[src/rtl/fpu_dispatch.sv]
// -----------------------------------------------------------------------------
// fpu_dispatch
//  Executes element-wise jobs handed over by model_manager. A job starts on the
//  rising edge of fpu_avail; op and the handles a,b,c,d are latched then. The
//  element count N is d.end - d.begin. Each element is read from memory, the
//  result is computed, and it is written back through a single-port SRAM.
//  PARAM_UPDATE uses an external FMA unit computing fma_a - fma_b*fma_c.
//  Unsupported ops finish at once with job_err=1.
//
//  Ports
//   clk, rst_l            clock, asynchronous active-low reset
//   fpu_op, fpu_avail     job opcode and request level
//   a, b, c, d            region handles {region_end, region_begin}, end exclusive
//   fpu_done, job_err     one-cycle completion pulse, error flag valid with it
//   mem_addr/re/we/wdata  SRAM request (read data returns one cycle after mem_re)
//   mem_rdata             SRAM read data
//   fma_req, fma_a/b/c    FMA request held until fma_ack
//   fma_ack, fma_res      FMA single-cycle result strobe and result
//
//  Configuration macro: FPU_DISPATCH_LEN_CHECK_EN
//   When defined, a job whose a-region (or, for RELU_BW, c-region) length
//   differs from N finishes at once with job_err=1 and no memory traffic.
// -----------------------------------------------------------------------------
package fpu_dispatch_pkg;
    localparam int ADDR_W = 32;

    typedef enum logic [3:0] {
        OP_NONE      = 4'd0,
        LINEAR_FW    = 4'd1,
        LINEAR_BW    = 4'd2,
        RELU_FW      = 4'd3,
        RELU_BW      = 4'd4,
        SOFTMAX_FW   = 4'd5,
        LOSS_BW      = 4'd6,
        PARAM_UPDATE = 4'd7
    } op_t;

    typedef struct packed {
        logic [ADDR_W-1:0] region_end;
        logic [ADDR_W-1:0] region_begin;
    } mem_handle_t;
endpackage

module fpu_dispatch
    import fpu_dispatch_pkg::*;
#(
    parameter int                DATA_W = 32,
    parameter logic [DATA_W-1:0] LR     = 32'h3C23D70A
) (
    input  logic              clk,
    input  logic              rst_l,
    input  op_t               fpu_op,
    input  logic              fpu_avail,
    input  mem_handle_t       a,
    input  mem_handle_t       b,
    input  mem_handle_t       c,
    input  mem_handle_t       d,
    output logic              fpu_done,
    output logic              job_err,
    output logic [ADDR_W-1:0] mem_addr,
    output logic              mem_re,
    output logic              mem_we,
    output logic [DATA_W-1:0] mem_wdata,
    input  logic [DATA_W-1:0] mem_rdata,
    output logic              fma_req,
    output logic [DATA_W-1:0] fma_a,
    output logic [DATA_W-1:0] fma_b,
    output logic [DATA_W-1:0] fma_c,
    input  logic              fma_ack,
    input  logic [DATA_W-1:0] fma_res
);

    typedef enum logic [2:0] {
        S_IDLE = 3'd0,
        S_RD_P = 3'd1,
        S_RD_S = 3'd2,
        S_CALC = 3'd3,
        S_FMA  = 3'd4,
        S_WR   = 3'd5,
        S_DONE = 3'd6
    } state_t;

    localparam logic [ADDR_W-1:0] ONE_A  = {{(ADDR_W-1){1'b0}}, 1'b1};
    localparam logic [ADDR_W-1:0] ZERO_A = {ADDR_W{1'b0}};
    localparam logic [DATA_W-1:0] ZERO_D = {DATA_W{1'b0}};

    // Negative inputs (including -0.0) clamp to +0.
    function automatic logic [DATA_W-1:0] relu_fw_f(input logic [DATA_W-1:0] x);
        return x[DATA_W-1] ? ZERO_D : x;
    endfunction

    // Gradient passes only where the forward input was strictly positive;
    // both signed zeros block it.
    function automatic logic [DATA_W-1:0] relu_bw_f(input logic [DATA_W-1:0] g,
                                                    input logic [DATA_W-1:0] x);
        return (x[DATA_W-1] || (x[DATA_W-2:0] == {(DATA_W-1){1'b0}})) ? ZERO_D : g;
    endfunction

    state_t            state_q, state_d;
    logic              avail_q;
    op_t               op_q;
    logic [ADDR_W-1:0] a_begin_q, c_begin_q, d_begin_q, n_q;
    logic [ADDR_W-1:0] idx_q, idx_d;
    logic [DATA_W-1:0] p_data_q, p_data_d;

    logic              fpu_done_q, fpu_done_d;
    logic              job_err_q, job_err_d;
    logic [ADDR_W-1:0] mem_addr_q, mem_addr_d;
    logic              mem_re_q, mem_re_d;
    logic              mem_we_q, mem_we_d;
    logic [DATA_W-1:0] mem_wdata_q, mem_wdata_d;
    logic              fma_req_q, fma_req_d;
    logic [DATA_W-1:0] fma_a_q, fma_a_d;
    logic [DATA_W-1:0] fma_b_q, fma_b_d;
    logic [DATA_W-1:0] fma_c_q, fma_c_d;

    logic              start_s;
    logic              op_ok_s;
    logic              len_bad_s;
    logic              last_s;
    logic [ADDR_W-1:0] n_s;
    logic [ADDR_W-1:0] s_base_s;
    logic              unused_s;

    assign start_s  = fpu_avail & ~avail_q;
    assign n_s      = d.region_end - d.region_begin;
    assign op_ok_s  = (fpu_op == RELU_FW) || (fpu_op == RELU_BW) || (fpu_op == PARAM_UPDATE);
    assign s_base_s = (op_q == RELU_BW) ? c_begin_q : d_begin_q;
    assign last_s   = (idx_q == (n_q - ONE_A));

`ifdef FPU_DISPATCH_LEN_CHECK_EN
    assign len_bad_s = ((a.region_end - a.region_begin) != n_s) ||
                       ((fpu_op == RELU_BW) && ((c.region_end - c.region_begin) != n_s));
`else
    assign len_bad_s = 1'b0;
`endif

    // b carries no information for the supported ops; the region ends of a and
    // c only matter when the length check is compiled in.
    assign unused_s = ^{b, a.region_end, c.region_end};

    // Next-state, datapath and next-output decode.
    always_comb begin
        state_d     = state_q;
        idx_d       = idx_q;
        p_data_d    = p_data_q;
        fpu_done_d  = 1'b0;
        job_err_d   = job_err_q;
        mem_addr_d  = mem_addr_q;
        mem_re_d    = 1'b0;
        mem_we_d    = 1'b0;
        mem_wdata_d = mem_wdata_q;
        fma_req_d   = 1'b0;
        fma_a_d     = fma_a_q;
        fma_b_d     = fma_b_q;
        fma_c_d     = fma_c_q;

        case (state_q)
            S_IDLE: begin
                if (start_s) begin
                    idx_d = ZERO_A;
                    if (!op_ok_s || len_bad_s) begin
                        state_d    = S_DONE;
                        fpu_done_d = 1'b1;
                        job_err_d  = 1'b1;
                    end else if (n_s == ZERO_A) begin
                        state_d    = S_DONE;
                        fpu_done_d = 1'b1;
                        job_err_d  = 1'b0;
                    end else begin
                        state_d    = S_RD_P;
                        job_err_d  = 1'b0;
                        mem_re_d   = 1'b1;
                        mem_addr_d = a.region_begin;
                    end
                end else begin
                    state_d = S_IDLE;
                end
            end
            S_RD_P: begin
                // RELU_FW has no secondary operand: primary data lands in CALC.
                if (op_q == RELU_FW) begin
                    state_d = S_CALC;
                end else begin
                    state_d    = S_RD_S;
                    mem_re_d   = 1'b1;
                    mem_addr_d = s_base_s + idx_q;
                end
            end
            S_RD_S: begin
                state_d  = S_CALC;
                p_data_d = mem_rdata;
            end
            S_CALC: begin
                case (op_q)
                    RELU_FW: begin
                        state_d     = S_WR;
                        mem_we_d    = 1'b1;
                        mem_addr_d  = d_begin_q + idx_q;
                        mem_wdata_d = relu_fw_f(mem_rdata);
                    end
                    RELU_BW: begin
                        state_d     = S_WR;
                        mem_we_d    = 1'b1;
                        mem_addr_d  = d_begin_q + idx_q;
                        mem_wdata_d = relu_bw_f(p_data_q, mem_rdata);
                    end
                    PARAM_UPDATE: begin
                        state_d   = S_FMA;
                        fma_req_d = 1'b1;
                        fma_a_d   = mem_rdata;
                        fma_b_d   = LR;
                        fma_c_d   = p_data_q;
                    end
                    default: begin
                        state_d    = S_DONE;
                        fpu_done_d = 1'b1;
                        job_err_d  = 1'b1;
                    end
                endcase
            end
            S_FMA: begin
                if (fma_ack) begin
                    state_d     = S_WR;
                    mem_we_d    = 1'b1;
                    mem_addr_d  = d_begin_q + idx_q;
                    mem_wdata_d = fma_res;
                end else begin
                    fma_req_d = 1'b1;
                end
            end
            S_WR: begin
                if (last_s) begin
                    state_d    = S_DONE;
                    fpu_done_d = 1'b1;
                    job_err_d  = 1'b0;
                end else begin
                    state_d    = S_RD_P;
                    idx_d      = idx_q + ONE_A;
                    mem_re_d   = 1'b1;
                    mem_addr_d = a_begin_q + idx_q + ONE_A;
                end
            end
            S_DONE: begin
                state_d = S_IDLE;
            end
            default: begin
                state_d = S_IDLE;
            end
        endcase
    end

    // State, element index, request-edge detector and latched job parameters.
    always_ff @(posedge clk or negedge rst_l) begin
        if (!rst_l) begin
            state_q   <= S_IDLE;
            avail_q   <= 1'b0;
            idx_q     <= ZERO_A;
            p_data_q  <= ZERO_D;
            op_q      <= OP_NONE;
            a_begin_q <= ZERO_A;
            c_begin_q <= ZERO_A;
            d_begin_q <= ZERO_A;
            n_q       <= ZERO_A;
        end else begin
            state_q  <= state_d;
            avail_q  <= fpu_avail;
            idx_q    <= idx_d;
            p_data_q <= p_data_d;
            if ((state_q == S_IDLE) && start_s) begin
                op_q      <= fpu_op;
                a_begin_q <= a.region_begin;
                c_begin_q <= c.region_begin;
                d_begin_q <= d.region_begin;
                n_q       <= n_s;
            end
        end
    end

    // Output registers; strobes are high exactly while the matching state is held.
    always_ff @(posedge clk or negedge rst_l) begin
        if (!rst_l) begin
            fpu_done_q  <= 1'b0;
            job_err_q   <= 1'b0;
            mem_addr_q  <= ZERO_A;
            mem_re_q    <= 1'b0;
            mem_we_q    <= 1'b0;
            mem_wdata_q <= ZERO_D;
            fma_req_q   <= 1'b0;
            fma_a_q     <= ZERO_D;
            fma_b_q     <= ZERO_D;
            fma_c_q     <= ZERO_D;
        end else begin
            fpu_done_q  <= fpu_done_d;
            job_err_q   <= job_err_d;
            mem_addr_q  <= mem_addr_d;
            mem_re_q    <= mem_re_d;
            mem_we_q    <= mem_we_d;
            mem_wdata_q <= mem_wdata_d;
            fma_req_q   <= fma_req_d;
            fma_a_q     <= fma_a_d;
            fma_b_q     <= fma_b_d;
            fma_c_q     <= fma_c_d;
        end
    end

    assign fpu_done  = fpu_done_q;
    assign job_err   = job_err_q;
    assign mem_addr  = mem_addr_q;
    assign mem_re    = mem_re_q;
    assign mem_we    = mem_we_q;
    assign mem_wdata = mem_wdata_q;
    assign fma_req   = fma_req_q;
    assign fma_a     = fma_a_q;
    assign fma_b     = fma_b_q;
    assign fma_c     = fma_c_q;

endmodule

[config.mk]
export PLATFORM = sky130hd
export DESIGN_NAME = fpu_dispatch
export DESIGN_NICKNAME = d
export VERILOG_FILES = /design/src/rtl/fpu_dispatch.sv
export SDC_FILE = /design/constraint.sdc
export NUM_CORES = 1
export LEC_CHECK = 0
export BUFFER_PORTS_ARGS = -buffer_cell sky130_fd_sc_hd__buf_2
export CAP_MARGIN = 20
export CORE_ASPECT_RATIO = 2
export CORE_MARGIN = 4
export CORE_UTILIZATION = 50
export DETAILED_ROUTE_END_ITERATION = 6
export GPL_TIMING_DRIVEN = 0
export PLACE_DENSITY = 0.78
export SLEW_MARGIN = 20
export SYNTH_ARGS = -nofsm -noshare
export SYNTH_HDL_FRONTEND = slang
export SYNTH_SLANG_ARGS = --single-unit
[constraint.sdc]
create_clock -name clk -period 5.05 [get_ports clk]
set_clock_uncertainty 0.1 [all_clocks]
set_input_delay 0 -clock clk [delete_from_list [all_inputs] [get_ports clk]]
set_output_delay 0 -clock clk [all_outputs]
set_load 0.02 [all_outputs]
# == Word-level counts from Yosys, hierarchy flattened ==
# Cells that the tools add are included.
# word_totals
ff_bits,334
inputBits,328
output_inout_bits,165
elab_cells,116
# op_classes
addsub,7
n_eq_ne,22
mux,48
bitwise,2
reduce_logical,18
# ops
cell,count
$mux W32,12
$pmux W32 S2,3
$pmux W32 S5,1
$add A32 B32 Y32,3
$add A32 B1 Y32 const B,2
$eq A32 B32 Y1,1
$logic_not A32 Y1,1
$sub A32 B1 Y32 const B,1
$sub A32 B32 Y32,1
$logic_not A31 Y1,1
$mux W31,1
$mux W1,19
$ne A2 B2 Y1 const B,9
$pmux W3 S6,1
$eq A4 B3 Y1 const B,4
$mux W3,5
$pmux W1 S3,3
$eq A4 B2 Y1 const B,2
$reduce_and A8 Y1,1
$eq A3 B2 Y1 const B,2
$eq A3 B3 Y1 const B,2
$reduce_and A3 Y1,2
$reduce_bool A5 Y1,1
$pmux W1 S2,2
other kinds (14),17

# == Logic depth before layout (Yosys ltp) ==
# logic_depth
ltp_word,6
depth_mapped,21
mapped_depth_nobuf,20

# == Worst setup path before layout ==
# Ideal clock, no wire load.
# synth_path
kind,register to register
from,register state_q[0]
to,"register mem_addr_q[28], in the netlist mem_addr[28]"
setup_time_ps,125
t_arrival_ps,4774
required_ps,4825
slack_ps,51
stages_incl_launch_ff,22
path_buffers,2
period_less_slack_ps,4999
path_cell_list,dfrtp_1 -> clkbuf_1 -> nand2_1 -> or2_2 -> nand3_1 -> clkbuf_1 -> mux2_2 -> ha_1 -> inv_1 -> fa_1 -> nand2b_1 -> a21oi_1 -> o32a_1 -> o41a_1 -> a31oi_1 -> o21ai_0 -> a21oi_1 -> a31oi_1 -> xnor2_1 -> a222oi_1 -> o21ai_0 -> mux2_4
# synth_between
elab_chain_len,3
word_cells_on_any_way,15
classes_between,eq/ne: 11; mux: 1; reduce/logical: 3
# synth_lines
element,line_no,text
"start, declared",99,"state_t state_q, state_d;"
"start signal, assigned",266,state_q <= state_d;
$eq A3 B3 Y1 (tied with other cells),158,case (state_q)
$reduce_bool A5 Y1 (no source line) or $ne A2 B2 Y1 (tied branches),n/a,
$reduce_and A8 Y1 (no source line),n/a,
"end signal, assigned",296,mem_addr_q <= mem_addr_d;
"end, declared",108,"logic [ADDR_W-1:0] mem_addr_q, mem_addr_d;"
# Parallel ways exist; a longest one is shown, timed or not.
# A chain may end at the register's enable or synchronous reset.

# == Final worst setup path ==
# layout_path
from,register op_q[0]
to,"register mem_addr_q[28], in the netlist mem_addr[28]"
# layout_between
elab_chain_len,5
word_cells_on_any_way,10
classes_between,add/sub: 1; eq/ne: 4; mux: 3; reduce/logical: 2
# layout_lines
element,line_no,text
"start, declared",101,op_t op_q;
"start signal, assigned",271,op_q <= fpu_op;
$eq A4 B3 Y1,"128, 195",
$mux W32,128,assign s_base_s = (op_q == RELU_BW) ? c_begin_q : d_begin_q;
$add A32 B32 Y32,187,mem_addr_d = s_base_s + idx_q;
$mux W32,182,if (op_q == RELU_FW) begin
$pmux W32 S5,158,
# Parallel ways exist; a longest one is shown, timed or not. The select of a mux whose other input is x is not followed.

==> metrics.md <==
| Metric | Value |
|---|---|
| Die ar. | `roughly 0.046 mm²` |
| Count leader, synth | `nand2_1` |
| Syn Area/Cell | `roughly 9.1 µm²` |
| Cell Chain, Critical Path | `or3_4 > nor2_4 > nand3_4 > clkbuf_16 > mux2_2 > ha_1 > a211o_1 > o32a_1 > o41a_1 > a31oi_4 > o21ai_4 > a21oi_2 > a31oi_1 > xnor2_1 > a222oi_1 > o21ai_1 > mux2_4` |
| Launching point of the worst reg2reg path | `op_q[0]$_DFFE_PN0P_` |
| Grt ovf | `0` |
| Fillers | `~3400` |
| Compound-cell area share of the yosys netlist | `a little under a fifth` |
| Tcrit/Tclk final | `100%` |
| Origin of the worst setup path | `op_q[0]$_DFFE_PN0P_` |
| Crit path launch type | `register` |
| LEAKAGE | `roughly 13 nW` |
| Worst setup EP type | `register` |
| Layout cell share with drive strength beyond 1 | `between 20% and 30%` |
| Synth top area share | `roughly two fifths` |
| Tmin final | `~5100 ps` |
| Cell Count, Final, Fillers Out | `around 3500` |
| Yosys warning count | `0` |
| Number of global-route vias before repair | `22018` |
| CTS tree | `yes` |
| Run status | `finished with violations` |
| Slew margin rel. | `about 17%` |
| Row cnt | `between 100 and 150` |
| DR iter-0 viols | `between 1000 and 1500` |
| GPL Wtd Cong | `0.980` |
| Synth Register Bits | `between 300 and 400` |
| Die Height | `between 300 and 400 µm` |
| Kind of critical path | `reg2reg` |
| Dominant cells by area after synthesis | `dfrtp_1 (39%), nand2_1 (6.9%), mux2_2 (6.9%), ha_1 (5.6%), o21ai_0 (4.8%)` |
| Buffer depth of the longest clock path | `3` |
| Mapped Area | `between 0.02 and 0.025 mm²` |
| Worst endpoint required time | `between 5000 and 6000 ps` |
| Clk Latency, worst-skew pair | `roughly 580 ps` |
| First drt pass iteration count | `7` |
| Setup violators final | `1` |
| Die X-Extent | `~150 µm` |
| Hold Violations, Final | `0` |
| Power Density | `between 500 and 600 mW/mm²` |
| Max-cap violations | `0` |
| Total chip power | `~14 mW` |
| CTS clock-pin slew for the worst setup and hold paths | `70 ps` |
| Sequential fraction of the synthesis area | `approximately two fifths` |
| Maximum clock frequency | `just under 200 MHz` |
| Worst vdd ir | `0.256 mV` |
| Total track usage | `33.8%` |
| Max-slew violations | `0` |
| CTS Buf Count | `29` |
| Post-synthesis adder-cell area fraction | `5.85%` |
| Worst setup margin | `-1.90 ps` |
| DR WL/cell | `between 20 and 25 µm` |
| Placed cells | `about 3300` |
| Hpwl dp | `roughly 63000 µm` |
| Drt total wl | `roughly 81000 µm` |
| Post-synth ARST share | `between 90% and 100%` |
| Total Nets Final | `approximately 3400` |
| Worst Hold Class | `in2reg` |
| Multi-input logic area | `approximately 0.012 mm²` |
| Worst-Margin Slew | `around 1200 ps` |
| Largest family of logic cells by synthesized area | `compound AO/OA/AOI/OAI gates` |
| First-pass GRT wire length | `122000 µm` |
| I/O pins | `~490` |
| Worst path max stage delay | `460 ps` |
| Xor/xnor share of the synthesized area | `under 10%` |
| Largest net degree at the start of global routing | `86` |
| Slowest library cell on the worst path | `o41a_1` |
| Post-synth cell types | `94` |
| Root Buffer | `clkbuf_16` |
| Post-Synth Simple-Gate Area | `17.1%` |
| Post-synth top cells | `nand2_1 (393), dfrtp_1 (334), o21ai_0 (207)` |
| CP Max Fanout | `7` |
| Total number of H-tree levels | `1` |
| Initial antenna violation count | `2` |
| Syn-to-layout area delta | `26.7%` |
| WHS | `between 8 and 9 ps` |
| Post-route ant nets | `0` |
| Clock sink count | `334` |
| Core Footprint | `0.0420 mm²` |
| Hold Startpoint | `d[61]` |
| RSZ-0062 raised after global routing | `true` |
| DR DRC count | `14` |
| Number of synthesized flops with an enable pin | `0` |
| Initial core utilization | `50.8%` |
| Seq. cell area | `~0.0084 mm²` |
| Area leader, netlist | `dfrtp_1` |
| Vias | `20960` |
| Syn Inst Count | `between 2000 and 2500` |
| Mux cell area share after synthesis | `a little under a tenth` |
| CP arrival | `5410 ps` |
| DR vias/cell | `5.98` |
| Violated checks | `DRC, setup timing` |
| Synth Flop Type | `dfrtp_1` |
| I/O Buffers | `approximately 350` |
## registers in the layout (all words and copies together) (netlist names), 3 cells and up
register and flops:
state_q 3, n_q 32, d_begin_q 32, p_data_q 32, a_begin_q 32, mem_addr 32
fma_c 32, fma_a 32, mem_wdata 32, c_begin_q 32, op_q 4, idx_q 32
## layout make-up
cell class / instances / area share, %
sequential: 334 / 30.9
clock buffer: 37 / 3.05
multi-input combinational: 1792 / 44.8
buffer: 150 / 2.85
timing repair buffer: 553 / 14.2
tap: 540 / 2.50
antenna: 2 / 0.0185
inverter: 82 / 1.14
clock inverter: 16 / 0.513
## critical path: cells and delay by family, from the launching register on
| kind | cells | cell delay (ps) |
|---|---|---|
| adders and majority gates | 1 | 370 |
| buffers and inverters | 1 | 220 |
| AOI/OAI and AO/OA | 9 | 2360 |
| xor gates and xnor gates | 1 | 190 |
| and+or+nand+nor | 3 | 740 |
| DFF | 1 | 410 |
| muxes | 2 | 560 |
## logic make-up after synthesis
| family | after synthesis |
|---|---|
| flip-flops | 334 |
| AO/OA/AOI/OAI | 603 |
| XOR/XNOR | 126 |
| adder cells (fa/ha/maj) | 98 |
| buffers and inverters | 234 |
| multiplexers | 170 |
| AND/OR/NAND/NOR | 778 |
| other | 1 |
## layout by cell type (no fill, tap or decap), types with 21 or more instances in the layout
cell type	n
nand2_1	392
buf_2	355
dfrtp_1	333
o21ai_0	203
dlygate4sd3_1	185
mux2_2	130
a21oi_1	114
nor2_1	102
clkbuf_1	93
ha_1	93
inv_1	82
xnor2_1	77
nand3_1	52
xor2_1	49
buf_4	49
a21o_1	44
nor3_1	32
a221o_1	32
clkbuf_16	30
nand4_1	29
and3_1	23
mux2_4	23
nor4_1	21
## layer usage
layer | GRT usage [%] | part of all wire, %
met1 | 31.5 | 32
met2 | 64.5 | 53
met3 | 4.05 | 5.2
met4 | 27.0 | 9.9
met5 | 0 | 0
## through the flow
stage / instance area [µm²] / setup TNS (ps) / utilization, % / worst slack (ps)
2_1_floorplan: 21400 / 0 / - / 51.0
3_3_place_gp: 23800 / -789150 / 56.7 / -2330
3_5_place_dp: 24000 / -26550 / 57.0 / -1800
4_1_cts: 27000 / 0 / 64.1 / 8.05
5_1_grt: 27100 / -181 / 64.4 / -108
6_report: 27100 / -1.90 / 64.4 / -1.90
## worst paths after layout
kind / end / cells past startpoint / slack (ps)
setup / recovery: mem_addr[28]$_DFFE_PN0P_ / 17 / -2
hold / removal: n_q[30]$_DFFE_PN0P_ / 6 / 9
setup reg to reg: mem_addr[28]$_DFFE_PN0P_ / 17 / -2
hold reg to reg: c_begin_q[4]$_DFFE_PN0P_ / 2 / 380
max in group asynchronous: p_data_q[26]$_DFFE_PN0P_ / 6 / 3270
min in group asynchronous: mem_wdata[6]$_DFFE_PN0P_ / 4 / 450
## where the power goes
group | switching, mW | internal, mW | total (mW)
registers | 0.845 | 3.77 | 4.62
clock network | 1.07 | 1.22 | 2.29
logic | 4.40 | 3.01 | 7.40
total | 6.32 | 8.00 | 14.3
## timing repair
| action | 4_1_cts | 5_1_grt |
|---|---|---|
| resized for setup | 23 | 15 |
| pin swaps | 9 | 8 |
| setup endpoints to repair | 24 | 31 |
| setup buffers | 10 | 6 |
| endpoints found under the hold margin | 438 | 0 |
| hold buffers | 186 | 0 |
Note: power is estimated with default switching activity, not from simulation.
